File: config.mk
export PLATFORM = sky130hd
export DESIGN_NAME = vga_text_writer
export DESIGN_NICKNAME = d
export VERILOG_FILES = /design/src/rtl/vga_text_pkg.sv /design/src/rtl/vga_text_writer.sv
export SDC_FILE = /design/constraint.sdc
export NUM_CORES = 1
export LEC_CHECK = 0
export CAP_MARGIN = 30
export CORE_MARGIN = 3
export CORE_UTILIZATION = 35
export DETAILED_ROUTE_END_ITERATION = 6
export SKIP_CTS_REPAIR_TIMING = 1
export SYNTH_ARGS = -nofsm -noshare
export SYNTH_HDL_FRONTEND = slang
export SYNTH_SLANG_ARGS = --single-unit
File: constraint.sdc
create_clock -name clk -period 5.55 [get_ports clk]
set_clock_uncertainty 0.05 [all_clocks]
set_input_delay 1.3875 -clock clk [delete_from_list [all_inputs] [get_ports clk]]
set_output_delay 1.3875 -clock clk [all_outputs]
set_load 0.05 [all_outputs]
File: src/rtl/vga_text_pkg.sv
// Shared definitions for the VGA text-mode framebuffer writer:
// screen geometry defaults, control codes, and the writer FSM state type.
package vga_text_pkg;

  localparam int HTILES_DEF = 80;
  localparam int VTILES_DEF = 60;

  localparam logic [7:0] CH_BS    = 8'h08;
  localparam logic [7:0] CH_LF    = 8'h0A;
  localparam logic [7:0] CH_FF    = 8'h0C;
  localparam logic [7:0] CH_CR    = 8'h0D;
  localparam logic [7:0] CH_BLANK = 8'h20;

  typedef enum logic [1:0] {
    IDLE,
    WRITE,
    CLEAR
  } state_t;

  // True for the bytes that steer the cursor instead of being written literally.
  function automatic logic is_ctrl(input logic [7:0] b);
    return (b == CH_BS) || (b == CH_LF) || (b == CH_FF) || (b == CH_CR);
  endfunction

endpackage

File: src/rtl/vga_text_writer.sv
// Character stream to text framebuffer writer.
// Accepts one byte per valid/ready handshake, interprets BS/LF/FF/CR,
// writes other bytes at the cursor and advances it with column/row wrap.
// FF clears the whole screen, one blank per cycle.
// Optional: define VGA_TEXT_WRITER_LINECLR_EN to blank each newly entered row.
module vga_text_writer
  import vga_text_pkg::*;
#(
  parameter int HTILES = HTILES_DEF,
  parameter int VTILES = VTILES_DEF,
  parameter int ADDR_W = 13
) (
  input  logic              clk,
  input  logic              rst,
  input  logic [7:0]        i_data,
  input  logic              i_valid,
  output logic              o_ready,
  output logic              o_wr_en,
  output logic [ADDR_W-1:0] o_wr_addr,
  output logic [7:0]        o_wr_data,
  output logic [6:0]        o_cursor_x,
  output logic [5:0]        o_cursor_y
);

  localparam logic [ADDR_W-1:0] SCREEN_LAST = ADDR_W'(HTILES * VTILES - 1);
  localparam logic [6:0]        COL_LAST    = 7'(HTILES - 1);
  localparam logic [5:0]        ROW_LAST    = 6'(VTILES - 1);

  state_t            state;
  logic [7:0]        byte_q;
  logic [ADDR_W-1:0] clr_last;
  logic [ADDR_W-1:0] cur_addr;
  logic [5:0]        next_y;

  // row * HTILES as a shift-add over the set bits of the constant HTILES.
  function automatic logic [ADDR_W-1:0] row_base(input logic [5:0] row);
    logic [ADDR_W-1:0] acc;
    acc = '0;
    for (int unsigned i = 0; i < 32; i++) begin
      if (HTILES[i]) acc = acc + (ADDR_W'(row) << i);
    end
    return acc;
  endfunction

  // Cursor-derived address and the row that a row increment lands on.
  always_comb begin
    cur_addr = ADDR_W'(o_cursor_x) + row_base(o_cursor_y);
    next_y   = (o_cursor_y == ROW_LAST) ? '0 : o_cursor_y + 6'd1;
  end

`ifdef VGA_TEXT_WRITER_LINECLR_EN
  logic [ADDR_W-1:0] nl_addr;
  logic              row_inc;

  // Start address of the new row, and whether the byte in WRITE moves to it.
  always_comb begin
    nl_addr = row_base(next_y);
    row_inc = (byte_q == CH_LF) || (!is_ctrl(byte_q) && o_cursor_x == COL_LAST);
  end
`endif

  // Writer FSM: the write strobe is registered at acceptance so it is high
  // during the WRITE cycle; the cursor moves on the WRITE exit edge.
  always_ff @(posedge clk) begin
    if (rst) begin
      state      <= IDLE;
      o_ready    <= 1'b1;
      o_wr_en    <= 1'b0;
      o_wr_addr  <= '0;
      o_wr_data  <= '0;
      o_cursor_x <= '0;
      o_cursor_y <= '0;
      byte_q     <= '0;
      clr_last   <= '0;
    end else begin
      case (state)
        IDLE: begin
          o_wr_en <= 1'b0;
          if (i_valid) begin
            byte_q  <= i_data;
            state   <= WRITE;
            o_ready <= 1'b0;
            if (i_data == CH_BS) begin
              if (o_cursor_x != '0) begin
                o_wr_en   <= 1'b1;
                o_wr_addr <= cur_addr - ADDR_W'(1);
                o_wr_data <= CH_BLANK;
              end
            end else if (!is_ctrl(i_data)) begin
              o_wr_en   <= 1'b1;
              o_wr_addr <= cur_addr;
              o_wr_data <= i_data;
            end
          end
        end

        WRITE: begin
          o_wr_en <= 1'b0;
          state   <= IDLE;
          o_ready <= 1'b1;
          case (byte_q)
            CH_LF: begin
              o_cursor_x <= '0;
              o_cursor_y <= next_y;
            end
            CH_CR: o_cursor_x <= '0;
            CH_BS: if (o_cursor_x != '0) o_cursor_x <= o_cursor_x - 7'd1;
            CH_FF: begin
              o_cursor_x <= '0;
              o_cursor_y <= '0;
              state      <= CLEAR;
              o_ready    <= 1'b0;
              o_wr_en    <= 1'b1;
              o_wr_addr  <= '0;
              o_wr_data  <= CH_BLANK;
              clr_last   <= SCREEN_LAST;
            end
            default: begin
              if (o_cursor_x == COL_LAST) begin
                o_cursor_x <= '0;
                o_cursor_y <= next_y;
              end else begin
                o_cursor_x <= o_cursor_x + 7'd1;
              end
            end
          endcase
`ifdef VGA_TEXT_WRITER_LINECLR_EN
          if (row_inc) begin
            state     <= CLEAR;
            o_ready   <= 1'b0;
            o_wr_en   <= 1'b1;
            o_wr_addr <= nl_addr;
            o_wr_data <= CH_BLANK;
            clr_last  <= nl_addr + ADDR_W'(HTILES - 1);
          end
`endif
        end

        CLEAR: begin
          if (o_wr_addr == clr_last) begin
            o_wr_en <= 1'b0;
            state   <= IDLE;
            o_ready <= 1'b1;
          end else begin
            o_wr_addr <= o_wr_addr + ADDR_W'(1);
          end
        end

        default: begin
          state   <= IDLE;
          o_ready <= 1'b1;
          o_wr_en <= 1'b0;
        end
      endcase
    end
  end

endmodule
==> impl_metrics.tcl <==
set metrics [dict create \
    status "finished clean" \
    synth-edff-count 0 \
    rows 34 \
    grt_first_pass_wirelength_mm 13.9 \
    vias 3139 \
    power.share.clock 0.294 \
    pwr-share-seq 0.477 \
    power_frac_comb 0.228 \
    crit_buf_inv 1 \
    crit_arrival_ns 3.82 \
    internal_power_w 0.000519 \
    clk_path_buf_depth 2 \
    vdd_drop_max_mv 0.122 \
    core_area_um2 8890 \
    layout.cells.non_filler 563 \
    seq_area_frac_synth 0.288 \
    clock.fmax_mhz 276 \
    grt_max_degree 39 \
    routed_via_density 5.58 \
    dieWidth_um 103 \
    netlist_area_um2 3260 \
    cts_sinks 47 \
    worstPathMaxFanout 25 \
    synth-seq-cells 47 \
    hp-class "reg -> reg" \
    htreeDepth 2 \
    dp.cells 555 \
    synth_cells 421 \
    hold_violations 0 \
    maxCapViolCount 0 \
    worst_pin_slew_ns 0.622 \
    max_stage_delay_ns 0.49 \
    clk_pin_slew_ns 0.09 \
    gp_congestion 0.869 \
    final_common_cell "dfxtp_1" \
    maxSlewViolCount 0 \
    layout_min_cycle_time_ns 3.63 \
    p_switching_w 0.000256 \
    synth.avg_cell_area_um2 7.75 \
    setup_viol 0 \
    fin_crit_sh 0.653 \
    initial_utilization 0.367 \
    cp-startpoint "i_data[4]" \
    max_slew_margin 0.582 \
    clkLatencyLatePin_ns 0.30 \
    drc 0 \
    required_ns 5.74 \
    overflow 0 \
    start_kind "primary input" \
    wl_mm 8.68 \
    swShare 0.330 \
    regToRegStartpoint "o_cursor_y[0]" \
    boundaryPins 47 \
    antennaDiodeCount 0 \
    numCtsBuffers 5 \
    groute.usage.overall 0.164 \
    port_buffers 46 \
    die-area_um2 10500 \
    wl_per_cell_um 15.4 \
    path_cells "clkdlybuf4s50_1, nor4_2, nand2_1, a2111oi_0, and4bb_2, nand2b_1, a31o_1, o21ai_1" \
    yosysUniqueCellTypes 62 \
    drtIter0Drc 169 \
    grt_setup_unrepaired "false" \
    cts_root_buffer "clkbuf_8" \
    power.density_nw_per_um2 200 \
    ant_nets 0 \
    finalNetCount 487 \
    critical_path_class "in -> reg" \
    areaGrowthSynthToFinish_pct 18.8 \
    cp-end-kind "flip-flop" \
    grt_antenna_before_repair 0 \
    path_delay_family "simple AND/OR/NAND/NOR gates" \
    post-route-util 0.436 \
    hp-start "o_wr_data[2]" \
    drtPass1Iterations 4 \
    cellLeakagePower_nw 1.35 \
    synthArstFlopShare 0 \
    grt_pass1_vias 2845 \
    fin_tns_setup_ns 0 \
    die-height_um 103 \
    slowest_stage "a2111oi_0" \
    nFillCells 905 \
    drive_gt1_frac 0.0549 \
    yosysWarnings 0 \
    syn-num-nets 454 \
    cts_tree "built" \
    yosys_most_used_dff "dfxtp_1" \
    ff2ff_setup_slack_ns 2.16 \
    final_cell_mix "dfxtp_1, nand2_1, clkdlybuf4s50_1" \
    hpwlAfterDp_mm 6.34 \
]
-- stage by stage --
step           instance area (um2)  hold slack, ns  power, W  setup slack, ns
6_report                      3880           0.431  0.000775             1.92
5_1_grt                       3880           0.452  0.000814             1.67
4_1_cts                       3880           0.431  0.000782             1.93
3_5_place_dp                  3780           0.412  0.000553             1.63
3_3_place_gp                  3780           0.407  0.000552             1.69
2_1_floorplan                 3260           0.384  0.000501             1.99
-- area by class of cell --
class	instances	area, um2	area share
tap	108	135	0.0349
clock buffer	6	82.6	0.0213
sequential	47	941	0.243
timing repair buffer	47	468	0.121
clock inverter	2	16.3	0.00420
multi-input combinational	337	2170	0.561
inverter	16	60.1	0.0155
-- kinds of logic after synthesis --
group,count (synthesis),share of synthesized area
buffers and inverters,37,0.0453
muxes,3,0.00997
AOI/OAI and AO/OA,112,0.217
DFF,47,0.288
xor gates and xnor gates,17,0.0456
adders and majority gates,22,0.0890
and+or+nand+nor,183,0.304
-- final timing paths --
kind / end / depth (start not counted)
hold / removal: o_wr_data[2] / 2
setup reg to reg: o_wr_addr[11] / 10
hold reg to reg: o_wr_data[2] / 2
setup / recovery: o_wr_addr[12] / 8
-- cell usage after synthesis, drive strengths merged (3+ instances only) --
master	n	area, um2
a211oi	8	60.1
a21oi	37	185
a22oi	7	52.6
and3	7	43.8
buf	9	42.5
clkbuf	12	45.0
dfxtp	47	941
ha	20	250
inv	15	56.3
nand2	47	179
nand2b	12	75.1
nand3	23	115
nand3b	8	60.1
nand4	9	56.3
nor2	32	120
nor3	10	50.1
nor3b	3	27.5
nor4	10	103
o21ai	29	149
o22ai	6	37.5
o32ai	3	26.3
or3	8	55.1
or4	3	22.5
xnor2	9	78.8
xor2	8	70.1
-- power groups by stage --
stage | clock (W) | sequential, W | combinational (W)
floorplan | 0 | 0.000406 | 0.0000948
global placement | 0 | 0.000377 | 0.000176
detailed placement | 0 | 0.000377 | 0.000176
CTS | 0.000236 | 0.000370 | 0.000176
global route | 0.000249 | 0.000372 | 0.000193
finish | 0.000228 | 0.000370 | 0.000177
-- state kept, by name (all words and copies together), names as in the netlist --
register,cells
o_wr_addr,13
byte_q,8
o_wr_data,8
o_cursor_x,7
o_cursor_y,6
state,2
clr_last,1
o_ready,1
o_wr_en,1
-- per-layer routing --
metal | GRT usage | vias to the layer above | part of all wire
met5 | 0 | - | 0
met4 | 0.0343 | 0 | 0.0074
met3 | 0.0271 | 4 | 0.032
met2 | 0.252 | 64 | 0.46
met1 | 0.242 | 1468 | 0.51
li1 | - | 1603 | -
-- tightest hold or removal path, cell delays in order (launching register included) --
cell	delay, ns
dfxtp_1	0.32
nand2b_1	0.06
a21oi_1	0.05
(Power assumes the default switching activity.)
